===== src/rtl/adsr_voice_seq.sv =====
// adsr_voice_seq: per-voice ADSR state store with a round-robin scan.
// Each accepted tick walks every voice once. The voice's stored state is
// presented to an external update stage, and the result is written back.
// The written-back volume is also reported on the vol_* strobe.
// Optional feature: define ADSR_SEQ_OVERRUN_EN to add overrun_cnt, which
// counts ticks that arrive while a scan is still running.

// One voice slot: state, volume and the two pending-event flags.
module adsr_voice_cell (
    input  logic        clk,
    input  logic        rst_n,
    input  logic        wb_en,
    input  logic [2:0]  new_state,
    input  logic [17:0] new_volume,
    input  logic        ev_en,
    input  logic        ev_on,
    output logic [2:0]  state,
    output logic [17:0] volume,
    output logic        pend_press,
    output logic        pend_rel
);
    // Writeback clears the flags first, and a same-cycle event then overrides
    // them. This keeps an event that lands during this voice's writeback.
    always_ff @(posedge clk) begin
        if (!rst_n) begin
            state      <= 3'd0;
            volume     <= 18'd0;
            pend_press <= 1'b0;
            pend_rel   <= 1'b0;
        end else begin
            if (wb_en) begin
                state      <= new_state;
                volume     <= new_volume;
                pend_press <= 1'b0;
                pend_rel   <= 1'b0;
            end
            if (ev_en) begin
                pend_press <= ev_on;
                pend_rel   <= ~ev_on;
            end
        end
    end
endmodule

module adsr_voice_seq #(
    parameter int NUM_VOICES = 16,
    parameter int VW         = $clog2(NUM_VOICES)
) (
    input  logic          clk,
    input  logic          rst_n,
    input  logic          tick,
    input  logic          ev_valid,
    output logic          ev_ready,
    input  logic [VW-1:0] ev_voice,
    input  logic          ev_on,
    output logic [2:0]    adsr_state,
    output logic [17:0]   adsr_volume,
    output logic          adsr_pressed,
    output logic          adsr_released,
    input  logic [2:0]    adsr_new_state,
    input  logic [17:0]   adsr_new_volume,
    output logic          busy,
    output logic          vol_valid,
    output logic [VW-1:0] vol_voice,
`ifdef ADSR_SEQ_OVERRUN_EN
    output logic [7:0]    overrun_cnt,
`endif
    output logic [17:0]   vol_value
);
    localparam logic [5:0] LAST = 6'(NUM_VOICES - 1);

    typedef enum logic {IDLE, SCAN} scan_t;

    scan_t      state_q, state_d;
    logic [5:0] idx_q, idx_d;
    logic       scan;
    logic       rdy_q;
    logic       ev_acc;
    logic [VW-1:0] sel;

    logic [NUM_VOICES-1:0][2:0]  v_state;
    logic [NUM_VOICES-1:0][17:0] v_vol;
    logic [NUM_VOICES-1:0]       v_press;
    logic [NUM_VOICES-1:0]       v_rel;

    assign scan     = (state_q == SCAN);
    assign busy     = scan;
    // Ready stays low through reset and for one cycle after it.
    assign ev_ready = rst_n & rdy_q;
    assign ev_acc   = ev_valid & ev_ready;

    // In IDLE the read port parks on voice 0.
    assign sel           = scan ? idx_q[VW-1:0] : '0;
    assign adsr_state    = v_state[sel];
    assign adsr_volume   = v_vol[sel];
    assign adsr_pressed  = v_press[sel];
    assign adsr_released = v_rel[sel];

    genvar g;
    generate
        for (g = 0; g < NUM_VOICES; g++) begin : g_voice
            adsr_voice_cell u_cell (
                .clk        (clk),
                .rst_n      (rst_n),
                .wb_en      (scan && (idx_q == 6'(g))),
                .new_state  (adsr_new_state),
                .new_volume (adsr_new_volume),
                .ev_en      (ev_acc && (ev_voice == VW'(g))),
                .ev_on      (ev_on),
                .state      (v_state[g]),
                .volume     (v_vol[g]),
                .pend_press (v_press[g]),
                .pend_rel   (v_rel[g])
            );
        end
    endgenerate

    // Scan FSM state and index register.
    always_ff @(posedge clk) begin
        if (!rst_n) begin
            state_q <= IDLE;
            idx_q   <= 6'd0;
        end else begin
            state_q <= state_d;
            idx_q   <= idx_d;
        end
    end

    // Next state: a tick starts a scan only from IDLE; the scan ends after the last voice.
    always_comb begin
        state_d = state_q;
        idx_d   = idx_q;
        case (state_q)
            IDLE: begin
                if (tick) begin
                    state_d = SCAN;
                    idx_d   = 6'd0;
                end
            end
            SCAN: begin
                if (idx_q == LAST) begin
                    state_d = IDLE;
                    idx_d   = 6'd0;
                end else begin
                    idx_d = idx_q + 6'd1;
                end
            end
            default: begin
                state_d = IDLE;
                idx_d   = 6'd0;
            end
        endcase
    end

    // Ready goes high one cycle after reset is released.
    always_ff @(posedge clk) begin
        if (!rst_n) rdy_q <= 1'b0;
        else        rdy_q <= 1'b1;
    end

    // Report each writeback one cycle later.
    always_ff @(posedge clk) begin
        if (!rst_n) begin
            vol_valid <= 1'b0;
            vol_voice <= '0;
            vol_value <= 18'd0;
        end else begin
            vol_valid <= scan;
            if (scan) begin
                vol_voice <= idx_q[VW-1:0];
                vol_value <= adsr_new_volume;
            end
        end
    end

`ifdef ADSR_SEQ_OVERRUN_EN
    // Count ticks dropped because a scan was running; saturates at 255.
    always_ff @(posedge clk) begin
        if (!rst_n)                              overrun_cnt <= 8'd0;
        else if (tick && scan && overrun_cnt != 8'hff) overrun_cnt <= overrun_cnt + 8'd1;
    end
`endif

endmodule

===== config.mk =====
export PLATFORM = sky130hd
export DESIGN_NAME = adsr_voice_seq
export DESIGN_NICKNAME = d
export VERILOG_FILES = /design/src/rtl/adsr_voice_seq.sv
export SDC_FILE = /design/constraint.sdc
export NUM_CORES = 1
export LEC_CHECK = 0
export ABC_AREA = 1
export ABC_CLOCK_PERIOD_IN_PS = 3400
export CORE_UTILIZATION = 49
export DETAILED_ROUTE_END_ITERATION = 10
export PLACE_DENSITY = 0.75
export REMOVE_ABC_BUFFERS = 1
export SETUP_SLACK_MARGIN = 0.05
export SLEW_MARGIN = 20
export SYNTH_ARGS = -nofsm -noshare
export SYNTH_HDL_FRONTEND = slang
export SYNTH_SLANG_ARGS = --single-unit
export TNS_END_PERCENT = 50

===== constraint.sdc =====
create_clock -name clk -period 3.4 [get_ports clk]
set_clock_uncertainty 0.1 [all_clocks]
set_input_delay 0.34 -clock clk [delete_from_list [all_inputs] [get_ports clk]]
set_output_delay 0.34 -clock clk [all_outputs]
set_load 0.01 [all_outputs]

==> flow_summary.toml, run 1 <==
[sta]
hold_viol = 0
timing.fmax_mhz = 307
period_share_pct = 95.8
timing_worst_slew_pin_value_ps = 984
max_slew_margin_pct = 34.3
rsz0062_at_grt = "yes"
setup_viol = 0
final_period_minus_worst_setup_slack_ps = 3260
maxSlewViolCount = 0

[setup_path]
crit_slowest_cell = "dfxtp_4"
crit_buf_inv = 2
cp.arrival_ps = 2820
worstPathCellList = "buf_4 -> nand3_1 -> nand2_1 -> nand3_1 -> nand3_1 -> nand2_1 -> clkdlybuf4s50_1"
start_kind = "register"
crit_path_end_kind = "output pin"
crit_family = "buffers and inverters"
cpPeakStageDelay_ps = 570
critPathMostFrequentCell = "nand3_1"
worstSetupPathType = "register to output pin"
cp.required_ps = 2960
path_max_fanout = 46

[cts]
post_cts_buffers = 0
clk_latency_ps = 550
holdBufCountCts = 0
clockBufferDepth = 3
htreeDepth = 2
clkSinkCount = 399
cts_root_buf = "clkbuf_16"
path_clk_slew_ps = 60
ctsResizeCount = 0
cts_tree = "built"
cts_buffers = 42

[placed_design]
dp_hpwl_mm = 31.6
place_congestion = 0.830
port_buffers = 77

[drt]
ant_nets = 0
drt_iter0_drc = 1745
vias = 18300
routed_wl_mm = 56.9
wl_per_cell_um = 16.9
post_drt_via_cell_ratio = 5.43
dr_wl_met2_mm = 25.0
drt_drc_violations_left = 0
wl_met3_mm = 5.77
met1Wirelength_mm = 23.9
drt_first_pass_iters = 6
top_layer = "met5"

[floorplanning]
die_h_um = 197
core_um2 = 37500
start_util_pct = 49.7
rows = 71
die_w_um = 197
dieArea_um2 = 38800
io_pins = 78

[synth]
synth_cell_types = 18
synth_area_leaders = "dfxtp_1 (43%), nor2_1 (12%), nand3_1 (9.6%)"
ys_seq_elements = 399
synth-seq-area-share_pct = 42.9
synth_top_area_share_pct = 42.9
ys.flop_type = "dfxtp_1"
synth_top_area_cell = "dfxtp_1"
ys_warn_count = 0
synth_edf_count = 0
netlist_instances = 2881
syn_avg_cell_area_um2 = 6.46
async_reset_ff_share_pct = 0
syn_area_um2 = 18600

[grt]
antenna_found_initial = 2
grt_overflow_total = 0
grt_use_total_pct = 29.1
grt_pass1_vias = 16700
grt_max_degree = 172
grt_pass1_wl_mm = 89.1

[power_and_ir_drop]
p_sw_w = 0.00250
seq_power_share_pct = 45.5
ir_worst_vdd_v = 0.000337
switching_share_pct = 23.8
power.total_w = 0.0105
pwr-share-clk_pct = 46.6
leakagePower_nw = 7.77
pwr_density_cell_nw_per_um2 = 498
p_int_w = 0.00799
combPwrFrac_pct = 8.0

[finish]
final_util_pct = 56.2
n_antenna_cell = 0
final_layout_size_suffix_gt1_share_pct = 4.52
area_growth_pct = 13.1
fin_nets = 2858

[worst_hold_path]
hold_path_class = "input port to register"

[flow_run]
drv_cap = 0

[run_status]
status = "finished clean"
==> cell type report <==
class / instances / area (um^2)
Clock inverter: 9 / 145
Timing Repair Buffer: 122 / 1240
Multi-Input combinational cell: 1921 / 8460
Inverter: 338 / 1270
Sequential cell: 399 / 8000
Fill cell: 3617 / 16400
Clock buffer: 66 / 1330
Tap cell: 511 / 639
==> stage by stage <==
stage,area [um^2],TNS [ps],hold slack [ps],setup slack [ps],cells
after floorplan,17700,-824020,268,-5380,2658
after global placement,19600,0,333,746,3291
after detailed placement,19600,0,336,640,3291
after CTS,21100,0,212,135,3366
after global routing,21100,0,235,44.6,3366
final,21100,0,222,142,3366
==> state kept, by name, indices dropped and copies added, names as in the netlist <==
name and count:
vol_value 18, vol_valid 1, g_voice.u_cell.state 48, g_voice.u_cell.pend_rel 16, vol_voice 4, idx_q 6
g_voice.u_cell.volume 288, busy 1, rdy_q 1, g_voice.u_cell.pend_press 16
==> cell usage in the layout (no fill, tap or decap), types with 4 or more instances in the layout <==
cell,count
nor2_1,584
nand2_1,417
dfxtp_1,397
nand3_1,354
o21ai_0,337
inv_1,330
a21oi_1,206
clkdlybuf4s50_1,76
clkbuf_16,45
buf_4,35
clkbuf_8,13
buf_12,10
nand4_1,9
clkbuf_1,9
inv_2,7
clkinv_2,5
ha_1,4
bufinv_16,4
==> layer usage <==
metal  track usage [%]  vias up
li1                  -     8962
met5                 0        -
met3              4.91      158
met2              45.7      884
met4              12.9        2
met1              39.1     8261
==> cell usage after synthesis (4+ instances only) <==
master	number
a21oi_1	206
buf_2	85
nand2_1	420
ha_1	4
nor2_1	584
o21ai_0	337
nand3_1	357
inv_1	332
buf_1	14
nand4_1	9
clkbuf_1	120
buf_4	4
dfxtp_1	399
inv_2	6
==> path summary, 6_finish.rpt <==
check | slack [ps] | end | from | depth (start not counted)
min | 220 | rdy_q | rst_n | 1
max | 140 | adsr_volume[12] | busy | 7
max reg2reg | 650 | g_voice[11].u_cell.volume[11] | busy | 7
min reg2reg | 350 | g_voice[14].u_cell.volume[4] | g_voice[14].u_cell.volume[4] | 2
==> cells by family after synthesis <==
group | Yosys count | synth area share, %
simple gates | 1372 | 30.2
buf+inv | 561 | 12.0
compound gates | 545 | 14.7
flops | 399 | 42.9
fa+ha+maj | 4 | 0.269
==> power groups by stage <==
stage | sequential [W] | combinational, W | clock, W
3_3_place_gp | 0.00487 | 0.000809 | 0
2_1_floorplan | 0.00491 | 0.000408 | 0
4_1_cts | 0.00477 | 0.000824 | 0.00493
3_5_place_dp | 0.00487 | 0.000820 | 0
5_1_grt | 0.00477 | 0.000922 | 0.00512
6_report | 0.00477 | 0.000833 | 0.00488
(Power assumes the default switching activity.)
==> run 2, diff against run 1 <==
--- a/config.mk
+++ b/config.mk
@@ -7,7 +7,9 @@
 export LEC_CHECK = 0
 export ABC_AREA = 1
 export ABC_CLOCK_PERIOD_IN_PS = 3400
+export CORE_MARGIN = 4
 export CORE_UTILIZATION = 49
+export CTS_BUF_LIST = sky130_fd_sc_hd__clkbuf_16
 export DETAILED_ROUTE_END_ITERATION = 10
 export PLACE_DENSITY = 0.75
 export REMOVE_ABC_BUFFERS = 1
==> flow_summary.toml, run 2 (synthesized netlist as in run 1, its figures left out) <==
[setup_path]
crit_path_end_kind = "output pin"
r2r_setup_slack_ps = 790
cp.required_ps = 2960
r2r_end = "g_voice[12].u_cell.volume[4]"
cp.arrival_ps = 2790
r2r_cells = 5
reg2reg_from = "busy"
path_max_fanout = 30
worstSetupPathType = "register to output pin"
start_kind = "register"

[finish]
final_cell_mix = "nor2_1 (584), nand2_1 (417), dfxtp_1 (397)"
largestRegisters = "g_voice.u_cell.volume: 288 flops, g_voice.u_cell.state: 48 flops, vol_value: 18 flops"
final_layout_size_suffix_gt1_share_pct = 4.22
final_area_um2 = 20900
fin_nets = 2867
layout_commonest_cell = "nor2_1"
top_register = "g_voice.u_cell.volume"
fill_cells = 3577
largest_register_ffs = 288
final_util_pct = 55.7
n_antenna_cell = 0
final_cells = 3376
area_growth_pct = 12.3

[floorplanning]
core_um2 = 37600
io_pins = 78
die_h_um = 203
dieArea_um2 = 41200
die_w_um = 203
start_util_pct = 49.6
rows = 71

[sta]
timing.fmax_mhz = 310
period_share_pct = 94.9
final_period_minus_worst_setup_slack_ps = 3230
hold_slack_ps = 112
max_slew_margin_pct = 40.4
maxSlewViolCount = 0
rsz0062_at_grt = "no"
setup_viol = 0
timing_worst_slew_pin_value_ps = 888
hold_viol = 0
setup_ws_ps = 172

[worst_hold_path]
min_path_cells = 1
hold_end = "rdy_q"
min_from = "rst_n"
hold_path_class = "input port to register"

[grt]
antenna_found_initial = 0
grt_pass1_vias = 17000
grt_overflow_total = 0
grt_use_total_pct = 26.7
grt_max_degree = 197
grt_pass1_wl_mm = 90.4

[drt]
drt_first_pass_iters = 5
ant_nets = 0
post_drt_via_cell_ratio = 5.46
drt_drc_violations_left = 0
vias = 18400
routed_wl_mm = 56.6
wl_per_cell_um = 16.8
drt_iter0_drc = 1770

[cts]
htreeDepth = 2
ctsResizeCount = 0
clockBufferDepth = 3
path_clk_slew_ps = 60
cts_root_buf = "clkbuf_16"
clkSinkCount = 399
holdBufCountCts = 0
cts_tree = "built"
post_cts_buffers = 0
cts_buffers = 42
clk_latency_ps = 540

[placed_design]
post-place-ws_ps = 653
placed_cells = 3300
port_buffers = 77
place_area_um2 = 19700
dp_hpwl_mm = 31.9
place_congestion = 0.847

[power_and_ir_drop]
leakagePower_nw = 7.75
ir_worst_vdd_v = 0.000326
pwr_density_cell_nw_per_um2 = 470

[flow_run]
drv_cap = 0

[run_status]
status = "finished clean"
[run 2: cell types whose count changed in the layout (fill, tap and decap cells not counted), moves of 2 or more]
cell and change:
inv_1 +14, clkinv_1 +13, clkbuf_8 -12, clkbuf_1 -9
buf_4 +7, bufinv_16 -3, clkbuf_16 -2
[run 2: how the worst max path moves through the flow]
| stage | startpoint | cells past startpoint | to | slack [ps] |
|---|---|---|---|---|
| after floorplan | idx_q[0] | 7 | adsr_pressed | -5380 |
| after global placement | idx_q[0] | 8 | adsr_state[1] | 640 |
| after detailed placement | busy | 9 | adsr_volume[4] | 650 |
| after CTS | busy | 9 | adsr_volume[4] | 70 |
| after global routing | idx_q[1] | 8 | adsr_volume[5] | 90 |
| final | busy | 7 | adsr_volume[1] | 170 |
[run 2: where the power goes]
group          switching, W  internal, W
Combinational      0.000559     0.000294
Sequential        0.0000308      0.00473
Clock               0.00187      0.00235
Total               0.00246      0.00737
[run 2: worst max-delay path, stage by stage (launching register included)]
cell and delay (ps):
dfxtp_4 400, nand2_2 110, buf_4 310, buf_4 510
nand3_1 170, nand3_1 130, nand2_1 100, clkdlybuf4s50_1 500
[run 2: layout make-up]
class	count	area (um^2)	area share [%]
Multi-Input combinational cell	1921	8450	40.4
Tap cell	511	639	3.06
Clock buffer	43	1080	5.15
Clock inverter	33	160	0.766
Timing Repair Buffer	131	1320	6.32
Inverter	338	1270	6.08
Sequential cell	399	8000	38.2
[run 2: metrics by stage]
stage / total power, W / TNS (ps)
floorplan: 0.00532 / -824020
global placement: 0.00569 / 0
detailed placement: 0.00570 / 0
CTS: 0.00987 / 0
global route: 0.0102 / 0
finish: 0.00983 / 0
[run 2: routing by layer]
layer	global-route usage, %	routed length (um)
met5	0	0
met4	10.3	1970
met3	4.79	5420
met2	42.7	25200
met1	36.3	24000
==> run 3, diff against run 2 <==
==> constraint.sdc (replaced) <==
create_clock -name clk -period 3.4 [get_ports clk]
set_clock_uncertainty 0.1 [all_clocks]
set_input_delay 0.51 -clock clk [delete_from_list [all_inputs] [get_ports clk]]
set_output_delay 0.51 -clock clk [all_outputs]
set_load 0.01 [all_outputs]
==> flow_summary.toml, run 3 (synthesized netlist as in run 1, its figures left out) <==
[setup_path]
r2r_cells = 5
path_max_fanout = 53
start_kind = "register"
cp.required_ps = 2790
cp.arrival_ps = 2670
reg2reg_from = "busy"
crit_path_end_kind = "output pin"
r2r_end = "g_voice[6].u_cell.volume[3]"
worstSetupPathType = "register to output pin"
crit_end = "adsr_volume[3]"
setup.worst_path.start = "busy"
r2r_setup_slack_ps = 760

[sta]
period_share_pct = 96.5
timing.fmax_mhz = 305
hold_slack_ps = 298
final_period_minus_worst_setup_slack_ps = 3280
rsz0062_at_grt = "yes"
setup-tns-final_ps = 0
max_slew_margin_pct = 43.6
setup_viol = 0
timing_worst_slew_pin_value_ps = 847
maxSlewViolCount = 0
hold_viol = 0

[drt]
vias = 18200
wl_per_cell_um = 16.7
drt_iter0_drc = 1614
drt_drc_violations_left = 0
post_drt_via_cell_ratio = 5.40
drt_first_pass_iters = 6
ant_nets = 0
routed_wl_mm = 56.2

[floorplanning]
die_h_um = 203
dieArea_um2 = 41200
start_util_pct = 49.6
core_um2 = 37600
io_pins = 78
rows = 71
die_w_um = 203

[finish]
area_growth_pct = 12.0
multiInputGateArea_um2 = 8450
final_area_um2 = 20900
largest_register_ffs = 288
seqCellArea_um2 = 8000
layout_commonest_cell = "nor2_1"
fin_nets = 2866
final_layout_size_suffix_gt1_share_pct = 4.13
n_antenna_cell = 0
largestRegisters = "g_voice.u_cell.volume: 288 flops, g_voice.u_cell.state: 48 flops, vol_value: 18 flops"
fill_cells = 3535
top_register = "g_voice.u_cell.volume"
final_cell_mix = "nor2_1 (584), nand2_1 (417), dfxtp_1 (396)"

[cts]
htreeDepth = 2
cts_tree = "built"
cts_buffers = 42
clk_latency_ps = 550
cts_root_buf = "clkbuf_16"
clkSinkCount = 399
clockBufferDepth = 3
post_cts_buffers = 0
path_clk_slew_ps = 60
holdBufCountCts = 0

[placed_design]
port_buffers = 77
place_congestion = 0.836
dp_hpwl_mm = 31.7
place_area_um2 = 19700

[run_status]
status = "finished clean"

[power_and_ir_drop]
power.total_w = 0.00972
pwr_density_cell_nw_per_um2 = 466
ir_worst_vdd_v = 0.000371
leakagePower_nw = 7.71

[worst_hold_path]
min_from = "rst_n"
hold_path_class = "input port to register"

[grt]
antenna_found_initial = 0
grt_use_total_pct = 26.6
grt_overflow_total = 0
grt_max_degree = 188
grt_pass1_wl_mm = 89.8
grt_pass1_vias = 17000

[flow_run]
drv_cap = 0
run 3: timing repair:
item	4_1_cts	5_1_grt
endpoints found under the hold margin	0	0
pin swaps	0	0
resized for setup	1	1
cloned	0	0
setup endpoints to repair	8	21
run 3: layer usage:
metal | global-route usage (%) | up-vias | wire length, um
met4 | 11.9 | 0 | 2260
met5 | 0 | - | 0
li1 | - | 8976 | -
met3 | 4.34 | 143 | 4960
met1 | 35.2 | 8268 | 23700
met2 | 43.0 | 784 | 25400
run 3: stage by stage:
| stage | util [%] | worst slack [ps] | instances |
|---|---|---|---|
| floorplan | - | -5550 | 2658 |
| detailed placement | 52.3 | 599 | 3299 |
| global placement | 52.3 | 623 | 3299 |
| finish | 55.5 | 120 | 3366 |
| global route | 55.5 | 19.5 | 3366 |
| CTS | 55.5 | 84.7 | 3366 |
run 3: worst min-delay path by stage:
stage	to	cells past startpoint
floorplan	g_voice[14].u_cell.state[0]	2
global placement	g_voice[14].u_cell.volume[7]	2
detailed placement	g_voice[14].u_cell.volume[0]	2
CTS	rdy_q	1
global route	rdy_q	1
finish	rdy_q	1
run 3: worst max-delay path, stage by stage, from the launching register on:
cell	delay, ps
dfxtp_4	430
buf_4	560
nand3_1	200
nand3_1	160
nand3_1	80
nand3_1	110
nand2_1	80
clkdlybuf4s50_1	480
run 3: final cells by class:
type | instances | share of cell area, %
Sequential cell | 399 | 38.3
Multi-Input combinational cell | 1921 | 40.5
Clock inverter | 24 | 0.468
Clock buffer | 43 | 5.16
Tap cell | 511 | 3.07
Inverter | 338 | 6.09
Timing Repair Buffer | 130 | 6.34
run 3: power breakdown:
| part | internal [W] | total, W | switching [W] |
|---|---|---|---|
| clock network | 0.00226 | 0.00411 | 0.00185 |
| registers | 0.00473 | 0.00476 | 0.0000308 |
| logic | 0.000294 | 0.000847 | 0.000553 |
